`config.mk`:
```
export PLATFORM = sky130hd
export DESIGN_NAME = fetch_sequencer
export DESIGN_NICKNAME = d
export VERILOG_FILES = /design/src/rtl/fetch_sequencer.sv
export SDC_FILE = /design/constraint.sdc
export NUM_CORES = 1
export LEC_CHECK = 0
export ABC_AREA = 0
export CORE_MARGIN = 2
export CORE_UTILIZATION = 48
export CTS_BUF_LIST = sky130_fd_sc_hd__clkbuf_8
export CTS_CLUSTER_SIZE = 12
export DETAILED_ROUTE_END_ITERATION = 7
export PLACE_DENSITY = 0.87
export SLEW_MARGIN = 0
export SYNTH_ARGS = -nofsm -noshare
export SYNTH_HDL_FRONTEND = slang
export SYNTH_SLANG_ARGS = --single-unit
```
`constraint.sdc`:
```
create_clock -name clock -period 2.8 [get_ports clock]
set_input_delay 0.28 -clock clock [delete_from_list [all_inputs] [get_ports clock]]
set_output_delay 0.28 -clock clock [all_outputs]
set_load 0.01 [all_outputs]
```
`src/rtl/fetch_sequencer.sv`:
```
// Fetch sequencer: a two-state IDLE/RUN controller.
// In RUN it steps a five-slot one-hot phase ring and advances the PC.
// It loads the instruction register during the IR-load phase.
// In the writeback phase it either halts, redirects the PC or continues.
module fetch_sequencer #(
  parameter logic [15:0] RESET_PC = 16'h0000
) (
  input  logic        clock,
  input  logic        reset,
  input  logic        exec,
  input  logic [15:0] memoryData,
  input  logic        halt,
  input  logic        branchTaken,
  input  logic [15:0] branchTarget,
  output logic [4:0]  phase,
  output logic [15:0] IRData,
  output logic [15:0] PC,
  output logic        running
);

  typedef enum logic {
    IDLE = 1'b0,
    RUN  = 1'b1
  } state_t;

  localparam logic [4:0] PH_NONE  = 5'b00000;
  localparam logic [4:0] PH_FETCH = 5'b00001;
  localparam logic [4:0] PH_IR    = 5'b00010;
  localparam logic [4:0] PH_DEC   = 5'b00100;
  localparam logic [4:0] PH_MEM   = 5'b01000;
  localparam logic [4:0] PH_WB    = 5'b10000;

  state_t state;

  // Sequencer FSM; every output is a register, so no input reaches an output combinationally
  always_ff @(posedge clock or negedge reset) begin
    if (!reset) begin
      state   <= IDLE;
      phase   <= PH_NONE;
      PC      <= RESET_PC;
      IRData  <= 16'h0000;
      running <= 1'b0;
    end else if (state == IDLE) begin
      phase <= PH_NONE;
      if (exec) begin
        state   <= RUN;
        phase   <= PH_FETCH;
        running <= 1'b1;
      end
    end else begin
      case (phase)
        PH_FETCH: begin
          PC    <= PC + 16'd1;
          phase <= PH_IR;
        end
        PH_IR: begin
          IRData <= memoryData;
          phase  <= PH_DEC;
        end
        PH_DEC: phase <= PH_MEM;
        PH_MEM: phase <= PH_WB;
        PH_WB: begin
          // halt wins over a simultaneous redirect
          if (halt) begin
            state   <= IDLE;
            phase   <= PH_NONE;
            running <= 1'b0;
          end else begin
            if (branchTaken) PC <= branchTarget;
            phase <= PH_FETCH;
          end
        end
        // any non-one-hot encoding restarts the ring at fetch
        default: phase <= PH_FETCH;
      endcase
    end
  end

endmodule

```
After elaboration in Yosys (flattened, before gate mapping):

Cells that the tools add are included.

* register bits after elaboration: 39
* bits in latches: 0
* RAM bits: 0
* ROM bits: 0
* bits of input ports: 37
* output and inout bits: 38
* memories: 0

* add/sub/neg operators: 1
* multipliers: 0
* divide/modulo/power cells: 0
* magnitude comparators: 0
* eq/ne operators: 9
* shift-type cells: 0
* muxes and demuxes: 15
* bitwise operators: 0
* reduce and logical (&&, ||, !) cells: 5

Operators by type and width (count)
* 2-to-1 mux 16 bit: 2
* case mux 16 bit (2 select lines): 1
* case mux 5 bit (5 select lines): 1
* adder 16 x 1 -> 16 bit (second input constant): 1
* 2-to-1 mux 1 bit: 10
* != test 2 bit (second input constant): 3
* equality test 5 x 1 -> 1 bit (second input constant): 1
* equality test 5 x 2 -> 1 bit (second input constant): 1
* equality test 5 x 3 -> 1 bit (second input constant): 1
* equality test 5 x 4 -> 1 bit (second input constant): 1
* equality test 5 bit (second input constant): 1
* 2-to-1 mux 5 bit: 1
* AND reduction 4 bit: 1
* nonzero test 2 bit: 2
* AND reduction 3 bit: 1
* != test 2 x 1 -> 1 bit (second input constant): 1
* AND reduction 2 bit: 1

Logic depth before layout (Yosys ltp):

Gate-level depths: netlist (run 1).

* depth in word-level cells: 3
* gate-level depth with buffers: 7
* depth with buffers taken out: 6

Least setup slack after synthesis (run 1):

OpenSTA, ideal clock, no wires.

* path kind: register to register
* start: register phase[4]
* end: register PC[3]
* data arrival time: 1.653 ns
* path slack: 1.022 ns
* cell stages (with the launch flop): 7
* clock period less this slack: 1.778 ns
* cells stage by stage: dfrtp_1 buf_6 nand2b_1 a2111o_1 a31oi_4 buf_4 a21oi_1

* cells in the longest elaborated chain, start to end: 3
* elaborated cells between the ends (all ways): 7
* those cells by class: eq/ne: 4; mux: 1; reduce/logical: 2

Ends and longest elaborated chain
* start: declaration: line 15 `output logic [4:0] phase,`
* start signal: assignment: line 39 `phase <= PH_NONE;`
* start signal: assignment: line 44 `phase <= PH_NONE;`
* start signal: assignment: line 47 `phase <= PH_FETCH;`
* equality test 5 bit or equality test 5 x 1 -> 1 bit (tied branches): line 51 `case (phase)`
* != test 2 bit (no line) or nonzero test 2 bit (tied branches)
* AND reduction 4 bit (no line)
* end signal: assignment: line 53 `PC <= PC + 16'd1;`
* end signal: assignment: line 69 `if (branchTaken) PC <= branchTarget;`
* end: declaration: line 17 `output logic [15:0] PC,`

Parallel ways exist; a longest one is shown, timed or not.
A chain may end at the register's enable or synchronous reset.

Final worst setup path (run 1):

* start: register phase[4]
* end: register PC[6]

The elaborated chain is that of the path after synthesis.

==> results of run 1 <==
synthesized netlist by cell type:
master / count
a32oi_1: 1
a2bb2oi_1: 3
a21oi_1: 18
nand3_1: 10
o21bai_1: 1
a31o_2: 1
a22oi_1: 1
nand3b_1: 2
ha_1: 1
dfrtp_1: 39
nor3_1: 1
inv_1: 2
o22ai_1: 5
or4_1: 1
o32ai_1: 1
a31oi_1: 2
nor2_1: 10
mux2i_1: 1
o31a_1: 1
nand2_1: 67
a31oi_4: 1
buf_2: 2
xnor2_1: 1
nand2b_1: 3
and4_1: 3
o32a_1: 1
o21ai_0: 15
buf_4: 1
a2111o_1: 1
clkbuf_1: 7
and3_1: 6
mux2_2: 1
nand4_1: 3
a21oi_2: 6
buf_6: 2
inv_2: 1
registers in the layout, indices dropped and copies added, names as in the netlist:
signal,flops
IRData,16
PC,16
phase,5
state,1
running,1
layout make-up:
type,count,area share (%)
sequential,39,34.9
multi-input combinational,168,31.9
timing repair buffer,78,27.4
clock buffer,6,2.96
tap,50,2.24
inverter,3,0.403
clock inverter,1,0.179
through the flow:
stage | std cells | hold WS (ns)
finish | 345 | 0.0863
global route | 345 | 0.162
CTS | 345 | 0.125
detailed placement | 338 | 0.437
global placement | 338 | 0.440
floorplan | 222 | -0.0156
report_power, final:
group / leakage [uW] / internal [uW] / switching, uW
Combinational: 0.000700 / 699 / 641
Clock: 0.0000470 / 193 / 187
Sequential: 0.000491 / 792 / 229
worst max-delay path by stage:
stage | start | end | slack [ns] | cells after the start
after floorplan | phase[4]$_DFF_PN0_ | PC[3]$_DFFE_PN0P_ | 1.02 | 6
after global placement | branchTaken | PC[2]$_DFFE_PN0P_ | 0.55 | 6
final | phase[4]$_DFF_PN0_ | PC[6]$_DFFE_PN0P_ | 0.60 | 5
after detailed placement | branchTaken | PC[6]$_DFFE_PN0P_ | 0.52 | 6
after CTS | phase[4]$_DFF_PN0_ | PC[6]$_DFFE_PN0P_ | 0.60 | 5
after global routing | phase[4]$_DFF_PN0_ | PC[6]$_DFFE_PN0P_ | 0.46 | 5
metal layers:
layer,GRT usage [%],part of all wire (%),vias to the layer above
li1,-,-,926
met1,29.0,43,875
met2,34.2,48,68
met3,8.00,7.9,4
met4,8.42,0.74,0
met5,0,0,-
kinds of logic (layout without fill, tap and decap cells):
logic type,count (synthesis),after routing,synth area share [%]
simple gates,106,106,24.1
compound gates,58,58,19.6
flops,39,39,50.2
buf+inv,15,88,3.99
mux,2,2,1.09
fa+ha+maj,1,1,0.643
xor+xnor,1,1,0.451
==> qor.csv, run 1 <==
metric,value,unit
die-width,67.6,um
fp-row-count,23,
clockRootBuffer,clkbuf_8,
cts_tree,built,
htree_num_levels,2,
wl,4.87,mm
r2r_cells,5,
grt_antenna_before_repair,0,
clkSinkCount,39,
postLayoutCellArea,0.00279,mm^2
ys_types,36,
finClkSkew,0.00702,ns
slowest_delay,0.57,ns
wire_per_inst,14.1,um
multi_input_area,891,um^2
layout_commonest_cell,clkdlybuf4s50_1,
reg2reg_to,PC[6]$_DFFE_PN0P_,
yosys_warnings,0,
die_h,67.6,um
setup_viol,0,
hold_path_class,input pin to async pin,
cts_buffers,5,
postCtsHoldBufs,0,
r2r_slack,0.60,ns
track_usage,22.4,%
max_freq,454,MHz
vias,1873,
setup_ws,0.599,ns
slew_viol_final,0,
grt_pass1_vias,1652,
layout_common_cells,"73 x clkdlybuf4s50_1, 67 x nand2_1, 39 x dfrtp_1, 18 x a21oi_1, 15 x o21ai_0",
status,finished clean,
fp.dieArea,0.00458,mm^2
dp.final_hpwl,3.48,mm
vdd_drop_max,0.617,mV
period_needed,2.20,ns
final_util,70.9,%
clkLatencyLatePin,0.29,ns
io_pins,75,
cp_cell_sequence,nand2b_1 > a2111o_1 > a31oi_4 > o32ai_1 > a21oi_1,
cp_num_buf_inv,0,
clock_path_buffers,2,
finalSetupTns,0,ns
synth_top_area_share,50.2,%
diodes,0,
grt_max_degree,40,
clkTransAtPathRegs,0.08,ns
drive_gt1_share,7.46,%
synth_cells,222,
synth_top_area_cell,dfrtp_1,
tightestPinTransition,0.837,ns
r2r-start,phase[4]$_DFF_PN0_,
rsz0062_at_grt,false,
yosys_register_bits,39,
relSlewSlack,44.2,%
required,3.01,ns
drt_iter0_drc,144,
cts_resized,0,
power,2740,uW
crit_arrival,2.41,ns
fin_nets,333,
avgSynthCellArea,8.76,um^2
fillers,300,
gp_congestion,0.817,
synthesis.area,0.00194,mm^2
drtPass1Iterations,4,
hold_viol_final,0,
end_kind,flop,
yosysSeqAreaShare,50.2,%
grt_first_pass_wirelength,7.58,mm
period_share,78.6,%
cp_top_family,compound AO/OA/AOI/OAI gates,
drtAntennaViolNets,0,
criticalPathCategory,flop to flop,
crit_slowest_cell,a31oi_4,
ys_top_cells_by_area,"dfrtp_1 50%, nand2_1 13%, a21oi_1 4.6%",
dp_slack,0.524,ns
dpl-instance-area,0.00271,mm^2
regArea,976,um^2
area_delta_synth_final,43.7,%
cp-start-kind,flop,
maxCapViolations,0,
via_per_inst,5.43,
cts_setup_buffers,0,
grt_overflow,0,
core_area,0.00394,mm^2
port_buffers,74,
drcViolationCount,0,
path_max_fanout,24,
leakage,0.00124,uW
syn-num-nets,260,
start_util,49.3,%
p_per_area,981,mW/mm^2
No activity file was read; power rests on OpenSTA's default activity.
==> run 2: changes to the inputs <==
Settings changed: CORE_UTILIZATION 48 to 41, PLACE_DENSITY 0.87 to 0.79.
Clock period 2.8 ns to 1.86 ns, I/O delays scaled along.
==> run 2 against run 1 <==
Compared with the run above: cell area up 5.2%; utilization down 7.8 points; largest power group unchanged; critical endpoint is now PC[1]$_DFFE_PN0P_; count of clock-buffer cells in the layout unchanged; total power rose by 63%; final cell count is 4.6% higher; die area up 16%; wire length rose by 3.9%; clock power up 94%; register-to-register slack worse by 0.49 ns; first-iteration DRC count shrank 22%.
==> qor.csv, run 2 (synthesis gave the netlist of run 1 again) <==
metric,value,unit,change
drt_iter0_drc,112,,-22%
area_delta_synth_final,51.2,%,
hold_viol_final,0,,unchanged
clkTransAtPathRegs,0.08,ns,about the same
fin_cells,361,,+4.6%
drive_gt1_share,11.1,%,+3.6 points
final_util,63.1,%,-7.8 points
layout_commonest_cell,clkdlybuf4s50_1,,
io_pins,75,,unchanged
setup_viol,0,,unchanged
r2r-start,phase[0]$_DFF_PN0_,,
fp.dieArea,0.00531,mm^2,+16%
period_needed,1.75,ns,-0.451 ns
die_h,72.9,um,+7.7%
grt_max_degree,23,,-43%
max_freq,571,MHz,+26%
clockRootBuffer,clkbuf_8,,
grt_first_pass_wirelength,8.36,mm,+10%
drcViolationCount,0,,unchanged
gp_congestion,0.820,,+0.45%
postLayoutCellArea,0.00294,mm^2,+5.2%
period_share,94.1,%,+15 points
dpl-instance-area,0.00280,mm^2,+3.6%
cts_tree,built,,
end_kind,flop,,
port_buffers,74,,unchanged
r2r_cells,6,,+1
diodes,0,,unchanged
cts_buffers,5,,unchanged
relSlewSlack,67.4,%,+23 points
start_util,41.7,%,-7.6 points
tightestPinTransition,0.489,ns,-0.349 ns
status,finished clean,,
drtPass1Iterations,4,,unchanged
clock_path_buffers,2,,unchanged
required,2.07,ns,-0.94 ns
die-width,72.9,um,+7.7%
clkLatencyLatePin,0.29,ns,about the same
largestRegisters,"IRData: 16 flops, PC: 16 flops, phase: 5 flops",,
finClkSkew,0.00452,ns,-0.00250 ns
via_per_inst,5.32,,-2.0%
maxCapViolations,0,,unchanged
cp-start-kind,flop,,
leakage,0.00131,uW,+6.1%
track_usage,20.3,%,-2.1 points
placedCellCount,351,,+3.8%
grt_overflow,0,,unchanged
wl,5.06,mm,+3.9%
drtAntennaViolNets,0,,unchanged
clkSinkCount,39,,unchanged
finalSetupTns,0,ns,unchanged
vdd_drop_max,1.02,mV,+66%
p_per_area,1520,mW/mm^2,+55%
r2r_slack,0.11,ns,-0.49 ns
vias,1921,,+2.6%
fp-row-count,25,,+8.7%
core_area,0.00466,mm^2,+18%
criticalPathCategory,flop to flop,,
grt_pass1_vias,1807,,+9.4%
path_max_fanout,21,,-13%
reg2reg_to,PC[1]$_DFFE_PN0P_,,
slew_viol_final,0,,unchanged
crit_arrival,1.96,ns,-0.45 ns
wire_per_inst,14.0,um,-0.72%
grt_antenna_before_repair,0,,unchanged
layout_common_cells,"73 x clkdlybuf4s50_1, 67 x nand2_1, 38 x dfrtp_1, 18 x a21oi_1, 15 x o21ai_0",,
dp.final_hpwl,3.70,mm,+6.5%
htree_num_levels,2,,unchanged
fin_nets,344,,+3.3%
hold_path_class,input pin to async pin,,
run 2: cell types whose count changed in the layout (fill, tap and decap cells not counted), sizes merged:
cell | before | now
buf | 5 | 15
bufinv | 0 | 1
dlygate4sd3 | 0 | 1
run 2: layer usage:
| layer | GRT usage, % | vias to the layer above | wire length, um |
|---|---|---|---|
| met2 | 33.1 | 78 | 2420 |
| met3 | 7.32 | 5 | 459 |
| li1 | - | 946 | - |
| met5 | 0 | - | 0 |
| met1 | 25.4 | 892 | 2120 |
| met4 | 5.56 | 0 | 55 |
run 2: cell type report:
class	count	area, um^2
clock buffer	6	82.6
clock inverter	2	35.0
fill	372	1720
inverter	3	11.3
multi-input combinational	168	891
sequential	39	977
tap	54	67.6
timing repair buffer	89	876
run 2: worst max-delay path: stages, from the launching register on:
cell	delay (ns)
dfrtp_2	0.46
nand3b_1	0.17
a2111o_1	0.44
a31oi_4	0.21
buf_12	0.19
nor2_1	0.05
a31oi_1	0.15
run 2: worst max path at each step:
stage	start	endpoint	slack [ns]	cells past startpoint
after floorplan	phase[4]$_DFF_PN0_	PC[3]$_DFFE_PN0P_	0.08	6
after global placement	branchTaken	PC[1]$_DFFE_PN0P_	0.03	7
after detailed placement	branchTaken	PC[1]$_DFFE_PN0P_	-0.03	7
after CTS	phase[0]$_DFF_PN0_	PC[1]$_DFFE_PN0P_	0.05	6
after global routing	phase[0]$_DFF_PN0_	PC[1]$_DFFE_PN0P_	-0.003	6
final	phase[0]$_DFF_PN0_	PC[1]$_DFFE_PN0P_	0.11	6
run 2: metrics by stage:
| stage | hold WS [ns] | worst slack, ns | total power, uW |
|---|---|---|---|
| after floorplan | -0.110 | 0.0821 | 2570 |
| after detailed placement | 0.178 | -0.0337 | 3710 |
| after global placement | 0.172 | 0.0315 | 3650 |
| final | 0.385 | 0.110 | 4470 |
| after CTS | 0.395 | 0.0470 | 4460 |
| after global routing | 0.424 | -0.00327 | 4770 |
run 2: repair_timing:
action	CTS	global route
hold endpoints to repair	19	0
setup endpoints to repair	0	11
resized for setup	0	1
setup buffers	0	1
hold buffers	1	0
run 2: power breakdown:
| group | leakage, uW | total [uW] | switching [uW] | internal (uW) |
|---|---|---|---|---|
| Sequential | 0.000491 | 1490 | 294 | 1190 |
| Combinational | 0.000762 | 2240 | 1060 | 1190 |
| Clock | 0.0000612 | 737 | 303 | 434 |
| Total | 0.00131 | 4470 | 1650 | 2820 |
==> run 3: changes to the inputs <==
Settings changed: CORE_ASPECT_RATIO set to 1.25, GPL_TIMING_DRIVEN set to 0.
==> run 3 against run 2 <==
Compared with the run above: count of clock-buffer cells in the layout fell by 1; worst hold slack worse by 0.38 ns; register-to-register slack worse by 0.11 ns; clock power fell by 8.5%; maximum frequency decreased by 5.7%; flip-flop and latch count unchanged; global-route usage is 0.66 points lower; combinational power about the same; first-iteration DRC count increased by 21%; sequential power about the same; utilization fell by 0.44 points; die area barely moved; critical endpoint is now PC[8]$_DFFE_PN0P_; highest routed layer unchanged.
==> qor.csv, run 3 (synthesis gave the netlist of run 1 again) <==
metric,value,unit,change
criticalPathCategory,flop to flop,,
period_share,99.8,%,+5.7 points
clkLatencyLatePin,0.29,ns,about the same
hold_path_class,input pin to async pin,,
setup_ws,0.00386,ns,-0.106 ns
status,finished clean,,
power_frac_clock,15.4,%,-1.1 points
wl_met2,2.55,mm,+5.4%
clkSinkCount,39,,unchanged
tightestPinTransition,0.876,ns,+0.387 ns
hold_viol_final,0,,unchanged
fp-row-count,28,,+12%
cts_buffers,5,,unchanged
grt_overflow,0,,unchanged
gp_congestion,0.876,,+6.8%
clockRootBuffer,clkbuf_8,,
r2r_slack,0.004,ns,-0.11 ns
die-width,65.6,um,-10%
required,2.09,ns,+0.02 ns
vias,1910,,-0.57%
track_usage,19.6,%,-0.66 points
max_freq,539,MHz,-5.7%
wire_per_inst,13.8,um,-1.6%
area_delta_synth_final,50.1,%,
maxCapViolations,0,,unchanged
leakage,0.00129,uW,-1.9%
fp.dieArea,0.00531,mm^2,about the same
crit_arrival,2.08,ns,+0.12 ns
drive_gt1_share,11.5,%,+0.40 points
die_h,81.0,um,+11%
core_area,0.00466,mm^2,about the same
layout_commonest_cell,clkdlybuf4s50_1,,
slew_viol_final,0,,unchanged
largestRegisters,"IRData: 16 flops, PC: 16 flops, phase: 5 flops",,
path_max_fanout,7,,-67%
drt_iter0_drc,135,,+21%
dp.final_hpwl,3.59,mm,-3.1%
start_util,41.7,%,about the same
dr_wl_met3,425,um,-7.4%
switchingPower,1640,uW,-0.70%
drtPass1Iterations,4,,unchanged
grt_antenna_before_repair,0,,unchanged
swShare,37.4,%,+0.41 points
postCtsHoldBufs,0,,-1
cp-start-kind,flop,,
port_buffers,74,,unchanged
r2r-start,phase[4]$_DFF_PN0_,,
dpl-instance-area,0.00276,mm^2,-1.7%
dp_slack,-0.151,ns,-0.118 ns
cp_cell_sequence,buf_6 > nand2b_4 > a2111o_1 > a31oi_4 > buf_4 > a21oi_1 > a21oi_2,,
drtAntennaViolNets,0,,unchanged
finClkSkew,0.0108,ns,+0.00626 ns
p_seq_share,34.2,%,+0.9 points
final_util,62.6,%,-0.44 points
fin_nets,343,,-0.29%
pwr-share-comb,50.4,%,+0.2 points
diodes,0,,unchanged
cts_tree,built,,
slowest_delay,0.49,ns,+0.03 ns
htree_num_levels,2,,unchanged
cp-startpoint,phase[4]$_DFF_PN0_,,
topRoutingLayerUsed,met4,,
end_kind,flop,,
rsz0062_at_grt,true,,
p_per_area,1500,mW/mm^2,-1.1%
setup_viol,0,,unchanged
clkTransAtPathRegs,0.08,ns,about the same
postLayoutCellArea,0.00292,mm^2,-0.72%
r2r_cells,7,,+1
grt_max_degree,40,,+74%
wl,5.03,mm,-0.53%
period_needed,1.86,ns,+0.106 ns
grt_first_pass_wirelength,8.27,mm,-1.1%
layout_common_cells,"73 x clkdlybuf4s50_1, 67 x nand2_1, 38 x dfrtp_1, 17 x a21oi_1, 15 x o21ai_0",,
drcViolationCount,0,,unchanged
via_per_inst,5.23,,-1.7%
reg2reg_to,PC[8]$_DFFE_PN0P_,,
relSlewSlack,41.6,%,-26 points
cp-endpoint,PC[8]$_DFFE_PN0P_,,
clock_path_buffers,2,,unchanged
hold_ws,0.00859,ns,-0.377 ns
routedLengthMet1,2.03,mm,-4.3%
vdd_drop_max,0.778,mV,-24%
p_int,2750,uW,-2.4%
crit_slowest_cell,a2111o_1,,
io_pins,75,,unchanged
grt_pass1_vias,1860,,+2.9%
fillers,396,,+6.5%
## run 3: cell types whose count changed in the layout (fill, tap and decap cells not counted), sizes merged
cell,delta
clkinv,-1
dlygate4sd3,-1
buf,-6
inv,+1
clkbuf,+5
## run 3: area by class of cell
| type | count | area [um^2] | area share, % |
|---|---|---|---|
| Buffer | 10 | 68.8 | 2.36 |
| Multi-Input combinational cell | 168 | 912 | 31.2 |
| Clock buffer | 5 | 68.8 | 2.36 |
| Tap cell | 60 | 75.1 | 2.57 |
| Inverter | 3 | 13.8 | 0.471 |
| Timing Repair Buffer | 78 | 769 | 26.4 |
| Clock inverter | 2 | 33.8 | 1.16 |
| Sequential cell | 39 | 977 | 33.5 |
## run 3: stage by stage
step | power, uW | instances | setup TNS [ns]
6_report | 4390 | 365 | 0
3_5_place_dp | 3590 | 356 | -1.49
4_1_cts | 4320 | 364 | 0
2_1_floorplan | 2570 | 222 | 0
3_3_place_gp | 3550 | 356 | -15.53
5_1_grt | 4720 | 365 | -0.567
## run 3: worst min path at each step
| stage | startpoint | end |
|---|---|---|
| CTS | reset | IRData[9]$_DFFE_PN0P_ |
| finish | reset | IRData[9]$_DFFE_PN0P_ |
| detailed placement | reset | IRData[13]$_DFFE_PN0P_ |
| floorplan | reset | IRData[0]$_DFFE_PN0P_ |
| global placement | IRData[11]$_DFFE_PN0P_ | IRData[11]$_DFFE_PN0P_ |
| global route | reset | IRData[9]$_DFFE_PN0P_ |
## run 3: power by group through the flow
stage	sequential, uW	clock (uW)	combinational (uW)
after global placement	1490	0	2060
after floorplan	1620	0	956
after CTS	1500	690	2140
after global routing	1560	739	2420
final	1500	674	2210
after detailed placement	1500	0	2090
## run 3: routing by layer
layer | vias up | GRT usage [%]
li1 | 941 | -
met1 | 889 | 23.4
met2 | 78 | 34.4
met3 | 2 | 6.09
met4 | 0 | 4.58
met5 | - | 0
## run 3: worst max-delay path: cells and delay by family, from the launching register on
family,cells,cell delay (ns)
and+or+nand+nor,1,0.12
buffers and inverters,2,0.33
AOI/OAI and AO/OA,4,0.95
DFF,1,0.39
## run 3: what timing repair did
item | in CTS | in global routing
gates resized for setup | 4 | 16
buffers inserted | 1 | 2
endpoints found under the hold margin | 0 | 0
pin swaps | 1 | 1
setup endpoints to repair | 16 | 26
gates cloned | 0 | 1
